File: src/rtl/compare_timer_ctrl.sv
// Prescaled 32-bit compare timer with memory-mapped COUNT/CTRL/STATUS and a level IRQ.
// Read data is registered one cycle after the strobe; no backpressure, a strobe is accepted every cycle.
module compare_timer_ctrl #(
    parameter int PRESC_W = 8
) (
    input  logic        clk,
    input  logic        reset,
    input  logic        CS_N,
    input  logic        WR_N,
    input  logic        RD_N,
    input  logic [11:0] Addr,
    input  logic [31:0] DataIn,
    input  logic [31:0] CompareR,
    output logic [31:0] DataOut,
    output logic [31:0] Count,
    output logic        IRQ
);
    localparam logic [11:0] ADDR_COUNT  = 12'h004;
    localparam logic [11:0] ADDR_CTRL   = 12'h008;
    localparam logic [11:0] ADDR_STATUS = 12'h00C;

    typedef enum logic [1:0] {
        ST_STOP,
        ST_RUN,
        ST_HALT
    } state_t;

    state_t               state_q, state_d;
    logic [31:0]          count_q, count_d;
    logic                 en_q, en_d;
    logic                 ar_q, ar_d;
    logic                 ie_q, ie_d;
    logic [PRESC_W-1:0]   presc_q, presc_d;
    logic [PRESC_W-1:0]   pre_q, pre_d;
    logic                 match_q, match_d;
    logic                 ovf_q, ovf_d;
    logic                 irq_q, irq_d;
    logic [31:0]          data_out_q, data_out_d;

    logic        wr_en, rd_en;
    logic        wr_count, wr_ctrl, wr_status;
    logic        tick, set_match, set_ovf;
    logic [31:0] rdata;

    assign wr_en     = ~CS_N & ~WR_N;
    assign rd_en     = ~CS_N & ~RD_N;
    assign wr_count  = wr_en && (Addr == ADDR_COUNT);
    assign wr_ctrl   = wr_en && (Addr == ADDR_CTRL);
    assign wr_status = wr_en && (Addr == ADDR_STATUS);

    always_comb begin
        state_d   = state_q;
        count_d   = count_q;
        en_d      = en_q;
        ar_d      = ar_q;
        ie_d      = ie_q;
        presc_d   = presc_q;
        pre_d     = '0;
        tick      = 1'b0;
        set_match = 1'b0;
        set_ovf   = 1'b0;

        if (wr_ctrl) begin
            en_d    = DataIn[0];
            ar_d    = DataIn[1];
            ie_d    = DataIn[2];
            presc_d = DataIn[8 +: PRESC_W];
        end

        case (state_q)
            ST_STOP: begin
                if (wr_ctrl && DataIn[0]) state_d = ST_RUN;
            end
            ST_RUN: begin
                tick  = (pre_q == presc_q);
                pre_d = tick ? '0 : pre_q + 1'b1;
                if (wr_ctrl && !DataIn[0]) begin
                    state_d = ST_STOP;
                end else if (tick && !wr_count) begin
                    // Match is tested before increment, so a match at all-ones never overflows.
                    if (count_q == CompareR) begin
                        set_match = 1'b1;
                        if (ar_q) count_d = '0;
                        else      state_d = ST_HALT;
                    end else begin
                        count_d = count_q + 32'd1;
                        set_ovf = &count_q;
                    end
                end
            end
            ST_HALT: begin
                if (wr_ctrl && !DataIn[0])   state_d = ST_STOP;
                else if (wr_count && en_q)   state_d = ST_RUN;
            end
            default: state_d = ST_STOP;
        endcase

        // Prescaler only runs while staying in RUN; any (re)entry starts from 0.
        if (state_d != ST_RUN) pre_d = '0;

        if (wr_count) count_d = DataIn;

        match_d = (match_q & ~(wr_status & DataIn[0])) | set_match;
        ovf_d   = (ovf_q   & ~(wr_status & DataIn[1])) | set_ovf;
        irq_d   = ie_q & (match_q | ovf_q);

        rdata = '0;
        case (Addr)
            ADDR_COUNT:  rdata = count_q;
            ADDR_CTRL: begin
                rdata[0]            = en_q;
                rdata[1]            = ar_q;
                rdata[2]            = ie_q;
                rdata[8 +: PRESC_W] = presc_q;
            end
            ADDR_STATUS: rdata = {30'd0, ovf_q, match_q};
            default:     rdata = '0;
        endcase
        data_out_d = rd_en ? rdata : data_out_q;
    end

    always_ff @(posedge clk) begin
        if (reset) begin
            state_q    <= ST_STOP;
            count_q    <= '0;
            en_q       <= 1'b0;
            ar_q       <= 1'b0;
            ie_q       <= 1'b0;
            presc_q    <= '0;
            pre_q      <= '0;
            match_q    <= 1'b0;
            ovf_q      <= 1'b0;
            irq_q      <= 1'b0;
            data_out_q <= '0;
        end else begin
            state_q    <= state_d;
            count_q    <= count_d;
            en_q       <= en_d;
            ar_q       <= ar_d;
            ie_q       <= ie_d;
            presc_q    <= presc_d;
            pre_q      <= pre_d;
            match_q    <= match_d;
            ovf_q      <= ovf_d;
            irq_q      <= irq_d;
            data_out_q <= data_out_d;
        end
    end

    assign DataOut = data_out_q;
    assign Count   = count_q;
    assign IRQ     = irq_q;
endmodule

File: config.mk
export PLATFORM = sky130hd
export DESIGN_NAME = compare_timer_ctrl
export DESIGN_NICKNAME = d
export VERILOG_FILES = /design/src/rtl/compare_timer_ctrl.sv
export SDC_FILE = /design/constraint.sdc
export NUM_CORES = 1
export LEC_CHECK = 0
export BUFFER_PORTS_ARGS = -buffer_cell sky130_fd_sc_hd__buf_2
export CELL_PAD_IN_SITES_DETAIL_PLACEMENT = 1
export CELL_PAD_IN_SITES_GLOBAL_PLACEMENT = 2
export CORE_MARGIN = 10
export CORE_UTILIZATION = 28
export CTS_BUF_LIST = sky130_fd_sc_hd__clkbuf_8
export CTS_CLUSTER_DIAMETER = 50
export DETAILED_ROUTE_END_ITERATION = 8
export GPL_ROUTABILITY_DRIVEN = 0
export GPL_TIMING_DRIVEN = 0
export PLACE_DENSITY_LB_ADDON = 0.1
export SLEW_MARGIN = 30
export SYNTH_ARGS = -nofsm -noshare
export SYNTH_HDL_FRONTEND = slang
export SYNTH_SLANG_ARGS = --single-unit
export TNS_END_PERCENT = 10
File: constraint.sdc
create_clock -name clk -period 2.81 [get_ports clk]
set_input_delay 0.843 -clock clk [delete_from_list [all_inputs] [get_ports clk]]
set_output_delay 0.843 -clock clk [all_outputs]
set_load 0.05 [all_outputs]
# Word level (Yosys, flattened, before mapping)
# Index checks and enable logic that the tools add are counted.
[op_classes] n_eq_ne=10 reduce_logical=15 n_mux=26 addsub=2 bitwise_logic=16
[op_table] cell="32-bit two-way mux" n=6
[op_table] cell="32-bit by 1-bit adder with 32-bit output, second input constant" n=1
[op_table] cell="32-bit equality test" n=1
[op_table] cell="32-bit AND reduction" n=1
[op_table] cell="12-bit by 4-bit equality test with 1-bit output, second input constant" n=2
[op_table] cell="16-bit two-way mux" n=1
[op_table] cell="8-bit case mux with 2 select lines" n=1
[op_table] cell="2-bit two-way mux" n=7
[op_table] cell="12-bit by 3-bit equality test with 1-bit output, second input constant" n=1
[op_table] cell="3-bit case mux with 3 select lines" n=1
[op_table] cell="8-bit by 1-bit adder with 8-bit output, second input constant" n=1
[op_table] cell="8-bit equality test" n=1
[op_table] cell="1-bit two-way mux" n=8
[op_table] cell="1-bit bitwise AND" n=7
[op_table] cell="1-bit logical AND" n=7
[op_table] cell="1-bit inverter" n=6
[op_table] cell="2-bit case mux with 3 select lines" n=1
[op_table] cell="5-bit two-way mux" n=1
[op_table] cell="4-bit AND reduction" n=1
[op_table] cell="2-bit nonzero test" n=2
[op_table] cell="4-bit OR reduction" n=1
[op_table] cell="3-bit != test, second input constant" n=1
[op_table] cell="1-bit OR" n=3
[op_table] cell="2-bit by 1-bit equality test with 1-bit output, second input constant" n=1
[op_table] cell="other kinds (5)" n=6
[word_totals] in_bits=81 word_cells=80 regBits=88 output_inout_bits=65

# Depth between registers and ports, before layout
# Gate-level depths: netlist of run 1.
[logic_depth] word_depth=10 depth_mapped=11 ltp_nobuf=7

# Least setup slack after synthesis of run 1
# No wires, ideal clock.
[synth_timing] path_kind="input -> register" startpoint="input Addr[5]" endpoint="register count_q[7], in the netlist Count[7]" path_buffers=1 t_required_ns=2.677 setup_ns=0.133 setup_slack_ns=0.231 arrival_ns=2.446 path_stages=7 cell_sequence="nor4_2 -> nand3_2 -> or4_1 -> clkbuf_1 -> and3_1 -> a21oi_1 -> a31oi_1"
[synth_via] elab_chain_cells=6 word_cells_on_any_way=13 classes_between="eq/ne (4); mux (1); reduce/logical (8)"
[synth_rtl] item="from (decl)" line="11" text="input logic [11:0] Addr,"
[synth_rtl] item="12-bit by 3-bit equality test with 1-bit output" line="47" text="assign wr_count = wr_en && (Addr == ADDR_COUNT);"
[synth_rtl] item="1-bit logical AND" line="47"
[synth_rtl] item="1-bit logical NOT" line="79" text="end else if (tick && !wr_count) begin"
[synth_rtl] item="1-bit logical AND" line="79"
[synth_rtl] item="2-bit nonzero test (no line)"
[synth_rtl] item="4-bit AND reduction (no line)"
[synth_rtl] item="to (signal assigned)" line="137" text="count_q <= count_d;"
[synth_rtl] item="to (decl)" line="29" text="logic [31:0] count_q, count_d;"
# Several ways; a longest one is shown, not always the timed one.
# A chain may end at the register's enable or synchronous reset.

# Final worst setup path of run 1
[layout_timing] startpoint="register presc_q[4]" endpoint="register count_q[29], in the netlist Count[29]"
[layout_via] elab_chain_cells=4
[layout_rtl] item="from (decl)" line="33" text="logic [PRESC_W-1:0] presc_q, presc_d;"
[layout_rtl] item="from (signal assigned)" line="141" text="presc_q <= presc_d;"
[layout_rtl] item="8-bit equality test" line="75" text="tick = (pre_q == presc_q);"
[layout_rtl] item="1-bit logical AND" line="79"
[layout_rtl] item="2-bit nonzero test (no line)"
[layout_rtl] item="4-bit AND reduction (no line)"
# No other way between the ends.

==> metrics list, run 1 <==
- Hold Path Origin: match_q
- The core region is between 15000 and 20000 um2.
* Critical path buffers and inverters: 2
- In the routed design, unresolved DRC markers number 0.
- VDD sags by at most a little under 0.2 mV.
- On the critical path the largest part of the delay comes from simple AND/OR/NAND/NOR gates.
- Before antenna repair, the detailed router went through 4 iterations.
* Maximum number of buffers from clock root to sink: 2
* Antenna diodes: 0
- The root buffer cell chosen for the clock tree is clkbuf_8.
- Leaving out fill and tap cells, the most frequent cells in the layout are 163 x buf_2, 88 x dfxtp_1, 84 x nor2_1.
- The tool flagged a number of max-cap violations equal to 0.
* Area fraction of the dominant cell type after synthesis: about a third
- # setup viols final: 0
- From synthesis to final layout, the design area changed by 26.32%.
- Nets@finish: approximately 900
* Maximum operating frequency: 374.4 MHz
- For the pin with the worst max-slew slack, the measured transition is just under 800 ps.
* Reported leakage power: ~2.6 nW
- Arrival time at the worst endpoint: a little under 3000 ps
* Depth of the worst hold-timing path: 2
- Summing over every cut layer, the via total after detailed routing is roughly 5400.
- Total Die Area: 23640 um2
- Counting cells, the worst reg-to-reg path comes to 9.
- Via count of the first global-routing pass: about 5700
- Port Buf Inserts: ~140
- Sum of net half-perimeters after detailed placement: 18190 um
- The worst register-to-register path has a setup slack of roughly 140 ps.
- The first global-routing pass estimated between 30000 and 40000 um of wire.
- TritonCTS built the clock tree.
* Most common library cell in the layout ignoring fill and taps: buf_2
* Number of hold buffers added after cts: 0
- Class of the tightest hold or removal check: reg2reg
- Pin placement for this block handled 146 I/O pins.
- After Yosys synthesis, XOR and XNOR cells account for 9.441% of the synthesized area.
* Number of register bits inferred by synthesis: 88
* Cells traversed along the worst timing path: xor2_1 > nor4_1 > nand2_1 > nor4_4 > buf_4 > nand3_1 > buf_2 > a22oi_1 > nor2_1
- Critical Path End Type: register
* Routed wire per std cell: ~23 um
- CP Depth: 9
- Total number of placement rows: 48
- Reg-to-reg endpoint: Count[29]
- Summed over all layers, the global routing overflow is 0.
* Yosys warns: 0
- Busiest layer in global routing: met2
- Count of routing violations after the opening detailed-route iteration: approximately 280
* Top fanout value on the critical path: 10
- Unique masters post-synth: 48
- Met1 Usage GRT: between 20% and 30%
* Data required, critical path: roughly 3100 ps
- Ratio of total power to cell area: around 380 nW/um2
- Worst-skew pair later-pin latency: 400 ps
- Number of antenna violations at the first check in global routing: 0
* Floorplan die width: 153.8 um
* Average instance area after synthesis: about 7.9 um2
* Global routing usage on met2: between 30 and 40%
* Worst hold path endpoint: match_q
- The clock arrives with roughly 11 ps of skew.
* Dominant cells by area after synthesis: dfxtp_1 35%, a22oi_1 7.0%, xnor2_1 6.6%
* Overall global routing resource usage: 19.16%
- Multiplexer share of the synthesized area: between 4 and 5%
* Global-route track usage on met3: 3.459%
- Time the final worst path needs with I/O delays and setup: 2671 ps
- H-tree levels: 3
- Once the floorplan was initialized, standard cells occupied around 29% of the core.
* Compound-Gate Fraction of Synth Area: 16.28%
- Summed over all instances, the cell type with the most area after synthesis is dfxtp_1.
* Pins Over Slew Limit: 0
- Post-Route Utilization: 36.34%
- Period utilisation layout: 95.05%
* Fraction of the mapped netlist area in simple logic gates: between 20% and 30%
- Critical path type: reg2reg
- Final number of hold-violating endpoints: 0
- WHS: between 400 and 500 ps
- Of the total synthesized cell area, the portion taken by full adders, half adders and majority gates is less than 1%.
* TritonCTS Sinks: approximately 90
- After synthesis, the largest family of logic cells by area is simple AND/OR/NAND/NOR gates.
* Synthesized netlist cell count: 636
- Number of CTS-inserted buffers: 9
* Mapped Nets: 719
- STA classifies the critical path startpoint as a register.
* Share of cells above drive strength 1: approximately 28%
- Number of routed nets with antenna violations: 0
- After clock tree synthesis, the clock-pin slew on the worst setup and hold paths is ~100 ps.
- Crit Reg-Reg Startpoint: presc_q[4]
- Post-Syn Area: 5010 um2
* Unrepaired setup endpoints after global routing: true
- Detail-routed via count per cell: approximately 5.3
* Chip Height: ~150 um
- Entering global routing, the biggest net connects 17 pins.
- The largest single stage delay on the critical path is 540 ps.
* Slowest library cell on the worst path: nor4_1
- Detailed-route wire length: about 23000 um
- Status: complete, no violations
- Summing the sequential cell areas from Yosys gives between 30% and 40% of the chip area.
* Worst max-slew margin expressed relative to the limit: roughly 47%
worst max path at each step:
stage	from	to	slack (ps)
after floorplan	Addr[5]	Count[7]	230
after global placement	Addr[9]	Count[10]	-650
after detailed placement	Addr[5]	Count[10]	-700
after CTS	Addr[5]	Count[12]	-20
after global routing	Addr[5]	Count[31]	-20
final	presc_q[4]	Count[29]	140
tightest hold or removal path: stages (launching register included):
cell     delay, ps
dfxtp_1        340
nand2_1         60
a21oi_1         50
report_power, final:
group | switching (mW) | internal, mW
registers | 0.00122 | 1.25
logic | 0.123 | 0.0726
clock network | 0.563 | 0.422
cells by family (layout without fill, tap and decap cells):
| kind of cell | Yosys count | in the layout |
|---|---|---|
| AO/OA/AOI/OAI | 120 | 120 |
| adder cells (fa/ha/maj) | 2 | 2 |
| AND/OR/NAND/NOR | 291 | 291 |
| XOR/XNOR | 54 | 54 |
| multiplexers | 20 | 20 |
| flip-flops | 88 | 88 |
| buffers and inverters | 61 | 228 |
through the flow:
stage	power [mW]	TNS (ps)	cell area (um2)	setup slack, ps	std cells
after floorplan	1.353	0	5010	231.3	636
after global placement	1.469	-18350	6012	-646.5	1005
after detailed placement	1.472	-19900	6012	-700.7	1005
after CTS	2.447	-39.06	6235	-18.64	1023
after global routing	2.499	-107.1	6329	-24.90	1028
final	2.430	0	6329	139.2	1028
metal layers:
layer / up-vias / routed length [um]
met3: 24 / 1120
met2: 136 / 11250
met1: 2685 / 10570
met4: 0 / 384
li1: 2583 / -
met5: - / 0
flip-flops by register name, summed over array words and instances, names as in the netlist:
name and flops:
DataOut 32, ie_q 1, ar_q 1, en_q 1, ovf_q 1, presc_q 8, state_q 2, pre_q 8
IRQ 1, match_q 1, Count 32
cells in the mapped netlist (all sizes together):
cell and count:
and3 11, nand2b 4, and2 5, o21ai 2, o32ai 1, nand2 79
ha 2, and4 5, a211oi 14, nand3 30, nor4 12, or2 2
nand4 19, nor4b 1, nor2b 3, a31oi 2, a32oi 2, buf 26
nor3 31, inv 9, o22ai 3, clkbuf 26, nor2 86, xnor2 38
a2111oi 3, o211ai 6, xor2 16, or3 1, mux2i 14, a21o 1
mux2 6, a221oi 1, o31ai 1, a22oi 48, a21oi 35, or4 1
o21a 1, dfxtp 88, nor3b 1
repair_timing:
item / CTS / global route
buffers inserted: 2 / 5
hold endpoints to repair: 0 / 0
gates resized for setup: 1 / 19
setup endpoints to repair: 13 / 35
pin swaps: 1 / 3
final cells by class:
| type | instances | area [um2] |
|---|---|---|
| fillers | 2188 | 11090 |
| multi-input cells | 487 | 3020 |
| flip-flops and latches | 88 | 1762 |
| repair buffers | 151 | 773.2 |
| well taps | 225 | 281.5 |
| plain buffers | 52 | 256.5 |
| clock buffers | 9 | 123.9 |
| clock inverters | 7 | 77.57 |
| inverters | 9 | 33.78 |
No activity file was read; power rests on OpenSTA's default activity.
==> run 2: changes to the inputs <==
Settings changed: CORE_ASPECT_RATIO set to 2.
==> run 2 against run 1 <==
Against the previous run: the run now ends with negative setup slack left; first-iteration DRC count is 17% lower; worst hold slack worse by 11 ps; register-to-register slack worse by 150 ps; via count hardly changed; critical endpoint is now ovf_q; largest power group unchanged.
==> metrics list, run 2 (synthesis results as in run 1) <==
* Nets@finish: 877 (-0.45%)
- The cell area reported after detailed placement was 6003 um2 (-0.15%).
* Global route total overflow: 0 (unchanged)
- Setup repair after global routing could not meet its margin everywhere.
- The number of nets still failing antenna checks after routing was 0 (unchanged).
- The data arrival at the endpoint of the critical path is 3070 ps (+140 ps).
- The number of endpoints failing setup at the final stage was 1 (+1).
* Top fanout value on the critical path: 10 (unchanged)
* Routed wire per std cell: 24.15 um (+6.5%)
- Routed length on met1: 8233 um (-22%)
* Floorplan die width: 114.6 um (-25%)
* Pin slew with the least headroom to its limit: 1005 ps (+211.8 ps)
- The vias after detailed routing is 5429 (+0.018%).
- The final worst setup slack was -14.00 ps (-153.2 ps).
- Antenna diodes: 0 (unchanged)
* Cell Count Post-Placement: 993 (-1.2%)
* Total number of placement rows: 69 (+44%)
- Maximum number of buffers from clock root to sink: 2 (unchanged)
- The power after layout is 2.376 mW (-2.2%).
* Final number of hold-violating endpoints: 0 (unchanged)
- Chip Height: 209.2 um (+36%)
* Total of max-cap violations: 0 (unchanged)
- Crit Reg-Reg Startpoint: Count[2]
- The area of the die came to 23970 um2 (+1.4%).
- Pins Over Slew Limit: 0 (unchanged)
* Via count of the first global-routing pass: 5963 (+4.1%)
- Hold Path Origin: match_q
- TritonCTS built the clock tree.
- Worst-skew pair later-pin latency: 390 ps (about the same)
- The share of post-route cells with drive strength above 1 is 27.69% (-0.33 points).
* Pre-Repair DR Iteration Count: 5 (+1)
* Global-route wire length before repair: 36310 um (+3.0%)
- Worst max-slew margin expressed relative to the limit: 32.75% (-14 points)
- Number of antenna violations at the first check in global routing: 0 (unchanged)
* Top library cells by usage in the layout, fill and taps aside: 162 x buf_2, 86 x dfxtp_1, 86 x nor2_1
* Critical Path End Type: register
- Clock slew seen by the registers of the worst setup and hold paths: 90 ps (about the same)
- The worst setup path is launched from a register.
- Routed signal wires occupy layers up through met4.
- The core area is 17700 um2 (+1.6%).
- Post-placement setup slack: -619.7 ps (+81.04 ps)
* Most common library cell in the layout ignoring fill and taps: buf_2
- Port Buf Inserts: 144 (unchanged)
* Library cell used as clock root buffer: clkbuf_8
* Routed wl met3: 1195 um (+6.7%)
* Boundary pin count: 146 (unchanged)
- The final non-filler cell area was 6295 um2 (-0.53%).
* Time the final worst path needs with I/O delays and setup: 2824 ps (+153.2 ps)
* Sum of net half-perimeters after detailed placement: 19900 um (+9.4%)
- The routed wire length was 24420 um (+4.7%).
- The maximum level of the CTS H-tree came to 3 (unchanged).
* Final-layout setup total negative slack: -14.00 ps (-14.00 ps)
- The data required time at the worst endpoint was 3060 ps (about the same).
- WHS: 483.8 ps (-10.64 ps)
- Class of the tightest hold or removal check: reg2reg
* Reported leakage power: 2.534 nW (-0.75%)
- Period utilisation layout: 100.5% (+5.5 points)
- Largest net degree at the start of global routing: 15 (-2)
- Post-Route Utilization: 35.57% (-0.77 points)
- Ratio of total power to cell area: 377.5 nW/um2 (-1.7%)
* Overall global routing resource usage: 20.12% (+0.96 points)
- Violated checks: negative setup slack
- The number of clock sinks is 88 (unchanged).
- Worst setup startpoint: Count[2]
* Worst-case clock skew: 18.65 ps (+7.639 ps)
* Number of CTS-inserted buffers: 9 (unchanged)
- The length of routed met2 wiring came to 13900 um (+24%).
- The worst ir drop on vdd is 0.1952 mV (+1.0%).
- Initial cell density of the core: 28.31% (-0.46 points)
- The highest achievable clock rate is 354.1 MHz (-5.4%).
* Post-detailed-route DRC marker count: 0 (unchanged)
* Status: finished with violations
- The starting DRC count in detailed routing is 228 (-17%).
- Detail-routed via count per cell: 5.370 (+1.7%)
* Synthesis-to-layout area growth: 25.65%
* Final cell count without fillers: 1011 (-1.7%)
* Critical path type: reg2reg
==> run 2: changes by cell type in the layout (fill, tap and decap cells not counted), sizes merged <==
cell,previous run,this run
clkinv,2,1
inv,13,11
clkbuf,38,39
buf,174,170
clkinvlp,0,1
==> run 2: worst max-delay path, cell delays in order, from the launching register on <==
cell and delay (ps):
dfxtp_1 350, buf_2 270, xnor2_1 150, nand4_1 160, nor4_4 490, and2_1 200, buf_4 170, nor3_1 80
buf_2 220, buf_6 190, nand4_1 270, a21oi_1 110
==> run 2: power breakdown <==
group          internal, mW  switching [mW]  total, mW
Combinational        0.0740           0.124      0.198
Sequential             1.25         0.00115       1.25
Clock                 0.433           0.497      0.929
==> run 2: worst paths after layout <==
| path | endpoint | slack [ps] | cells after the start |
|---|---|---|---|
| max | ovf_q | -10 | 11 |
| min | match_q | 480 | 2 |
| max reg2reg | ovf_q | -10 | 11 |
| min reg2reg | match_q | 480 | 2 |
==> run 2: area by class of cell <==
cell class / count / area, um2
multi-input cells: 487 / 3034
repair buffers: 147 / 743.2
flip-flops and latches: 88 / 1764
well taps: 213 / 266.5
plain buffers: 52 / 257.7
clock buffers: 10 / 137.6
inverters: 9 / 33.78
clock inverters: 5 / 57.56
fillers: 2216 / 11400
==> run 2: per-layer routing <==
layer | GRT usage, % | vias up
li1 | - | 2576
met1 | 19.07 | 2648
met2 | 38.44 | 163
met3 | 3.328 | 42
met4 | 11.59 | 0
met5 | 0 | -
==> run 2: timing repair <==
action	in CTS	in global routing
resized for setup	7	13
buffers inserted	2	1
hold buffers	0	0
pin swaps	4	2
endpoints found under the setup margin	36	26
==> run 3: changes to the inputs <==
Settings changed: CTS_BUF_LIST sky130_fd_sc_hd__clkbuf_8 to not set.
==> run 3 against run 2 <==
Against the previous run: the run still ends with negative setup slack left; sequential share of layout area is 0.51 points lower; flip-flop and latch count stayed put; final cell count hardly changed; design area is 1.8% higher; worst hold slack hardly changed; worst setup slack worse by 3.6 ps; total power is 14% higher; via count is 0.53% higher; critical endpoint unchanged.
==> metrics list, run 3 (synthesis results as in run 1) <==
* Status: finished with violations
* Violated checks: negative setup slack
- # setup viols final: 1 (unchanged)
- The core occupancy in the finished layout is 36.20% (+0.63 points).
- The overflow left after global routing was 0 (unchanged).
* Critical Path End Type: register
- The area growth from synthesis to layout is 27.87%.
- Detail-routed via count per cell: 5.393 (+0.43%)
* Depth of the worst hold-timing path: 2 (unchanged)
* Post-placement setup slack: -619.7 ps (unchanged)
- Vias post-DR: 5458 (+0.53%)
* Worst-case clock skew: 14.75 ps (-3.900 ps)
- The floorplan die height was 209.2 um (unchanged).
- The largest net degree at the start of global routing was 15 (unchanged).
* Data required, critical path: 3020 ps (-40 ps)
- Clock tree synthesis selected as its root buffer the cell clkbuf_16.
* Clock tree from TritonCTS: built
- The maximum level of the CTS H-tree was 3 (unchanged).
- The final non-filler cell area came to 6406 um2 (+1.8%).
* Period utilisation layout: 100.6% (+0.13 points)
* Most common library cell in the layout ignoring fill and taps: buf_2
- The routed wire length is 24530 um (+0.43%).
- Number of CTS-inserted buffers: 9 (unchanged)
- Antenna diodes: 0 (unchanged)
* Initial cell density of the core: 28.31% (unchanged)
* Total of max-cap violations: 0 (unchanged)
- The data arrival at the endpoint of the critical path came to 3040 ps (-30 ps).
- Reported leakage power: 2.584 nW (+2.0%)
* Overall global routing resource usage: 20.23% (+0.10 points)
- The share of total power in sequential cells is 46.2% (-6.3 points).
* Sum of net half-perimeters after detailed placement: 19900 um (unchanged)
- Number of antenna violations at the first check in global routing: 0 (unchanged)
- Nets@finish: 878 (+0.11%)
- Setup repair after global routing could not meet its margin everywhere.
- Relative contribution of combinational cells to total power: 7.3% (-1.0 points)
- Worst-skew pair later-pin latency: 360 ps (-30 ps)
* Worst max-slew margin expressed relative to the limit: 44.60% (+12 points)
* FF+latch area: 1763 um2 (about the same)
* Floorplan die width: 114.6 um (unchanged)
* Class of the tightest hold or removal check: reg2reg
- Number of routed nets with antenna violations: 0 (unchanged)
- Final number of hold-violating endpoints: 0 (unchanged)
* Pre-Repair DR Iteration Count: 5 (unchanged)
- The worst ir drop on vdd is 0.2900 mV (+49%).
- Total number of placement rows: 69 (unchanged)
* Share of cells above drive strength 1: 28.04% (+0.34 points)
* Worst-case register-to-register setup slack: 20 ps (+30 ps)
* Cell internal power dissipation: 2.036 mW (+16%)
- The clock slew at the register clock pins of the worst setup and hold paths came to 70 ps (-20 ps).
* Routed wire per std cell: 24.23 um (+0.33%)
* Via count of the first global-routing pass: 5983 (+0.34%)
* Count of routing violations after the opening detailed-route iteration: 203 (-11%)
* Top fanout value on the critical path: 10 (unchanged)
- Time the final worst path needs with I/O delays and setup: 2828 ps (+3.597 ps)
- The cell area reported after detailed placement is 6003 um2 (unchanged).
* Maximum operating frequency: 353.7 MHz (-0.13%)
- STA classifies the critical path startpoint as a primary input.
- The area of the die came to 23970 um2 (unchanged).
- The clock tree buffer depth is 2 (unchanged).
- The count of cells along the worst register-to-register path came to 11 (unchanged).
- The slew at the pin closest to its max-slew limit is 831.0 ps (-174.0 ps).
* Overall power of the completed layout: 2.704 mW (+14%)
- Portion of total power attributed to the clock network: 46.5% (+7.4 points)
* Ratio of total power to cell area: 422.1 nW/um2 (+12%)
* Switching power total: 0.6683 mW (+7.4%)
* Critical path type: in2reg
- Boundary pin count: 146 (unchanged)
- Switching portion of total power: 24.72% (-1.5 points)
- The DRC violation count after routing came to 0 (unchanged).
- Port Buf Inserts: 144 (unchanged)
- The footprint of the multi-input gates was 3037 um2 (about the same).
- Top library cells by usage in the layout, fill and taps aside: 162 x buf_2, 87 x dfxtp_1, 84 x nor2_1
* Global-route wire length before repair: 36410 um (+0.27%)
- Filler Cell Count: 2213 (-0.14%)
- The final worst setup slack came to -17.60 ps (-3.597 ps).
- The core area is 17700 um2 (unchanged).
- Pins Over Slew Limit: 0 (unchanged)
* TritonCTS Sinks: 88 (unchanged)
-- run 3: changes by cell type in the layout (fill, tap and decap cells not counted), sizes merged --
cell / previous run / this run
clkbuf: 39 / 41
inv: 11 / 10
-- run 3: layout make-up --
type,count,share of cell area [%]
Timing Repair Buffer,148,11.72
Clock inverter,4,0.8398
Inverter,9,0.5273
Multi-Input combinational cell,487,47.40
Buffer,52,4.043
Tap cell,213,4.160
Clock buffer,11,3.789
Sequential cell,88,27.52
-- run 3: metal layers --
| metal | up-vias | routed length (um) | global-route usage [%] |
|---|---|---|---|
| li1 | 2578 | - | - |
| met1 | 2679 | 8374 | 18.94 |
| met3 | 56 | 1055 | 3.815 |
| met4 | 0 | 1353 | 11.94 |
| met5 | - | 0 | 0 |
| met2 | 145 | 13740 | 38.44 |
-- run 3: power groups by stage --
| stage | sequential [mW] | clock, mW | combinational, mW |
|---|---|---|---|
| global route | 1.25 | 1.33 | 0.212 |
| finish | 1.25 | 1.26 | 0.197 |
| CTS | 1.25 | 1.29 | 0.197 |
| global placement | 1.28 | 0 | 0.191 |
| detailed placement | 1.28 | 0 | 0.194 |
| floorplan | 1.28 | 0 | 0.0692 |
-- run 3: stage by stage --
| stage | std cells | setup TNS (ps) | hold slack, ps |
|---|---|---|---|
| detailed placement | 993 | -20680 | 467.2 |
| floorplan | 636 | 0 | 441.4 |
| global placement | 993 | -24480 | 460.9 |
| global route | 1012 | -347.1 | 498.8 |
| CTS | 1010 | -47.08 | 478.2 |
| finish | 1012 | -17.60 | 483.8 |
-- run 3: worst max-delay path, stage by stage --
cell and delay [ps]:
buf_2 110, xnor2_1 320, nand4_1 300, nor4_4 330, and2_1 180, buf_4 180
nor3_2 70, buf_4 190, buf_6 170, nand4_1 230, a21oi_1 100
-- run 3: what timing repair did --
action                     CTS  global route
setup buffers                2             2
pin swaps                    5             4
hold buffers                 0             0
hold endpoints to repair     0             0
setup endpoints to repair   43            37
gates resized for setup      8            13
-- run 3: worst paths after layout --
kind | from | endpoint
worst min-delay path | ovf_q | ovf_q
worst max register to register | Count[19] | ovf_q
worst max-delay path | CompareR[19] | ovf_q
worst min register to register | ovf_q | ovf_q
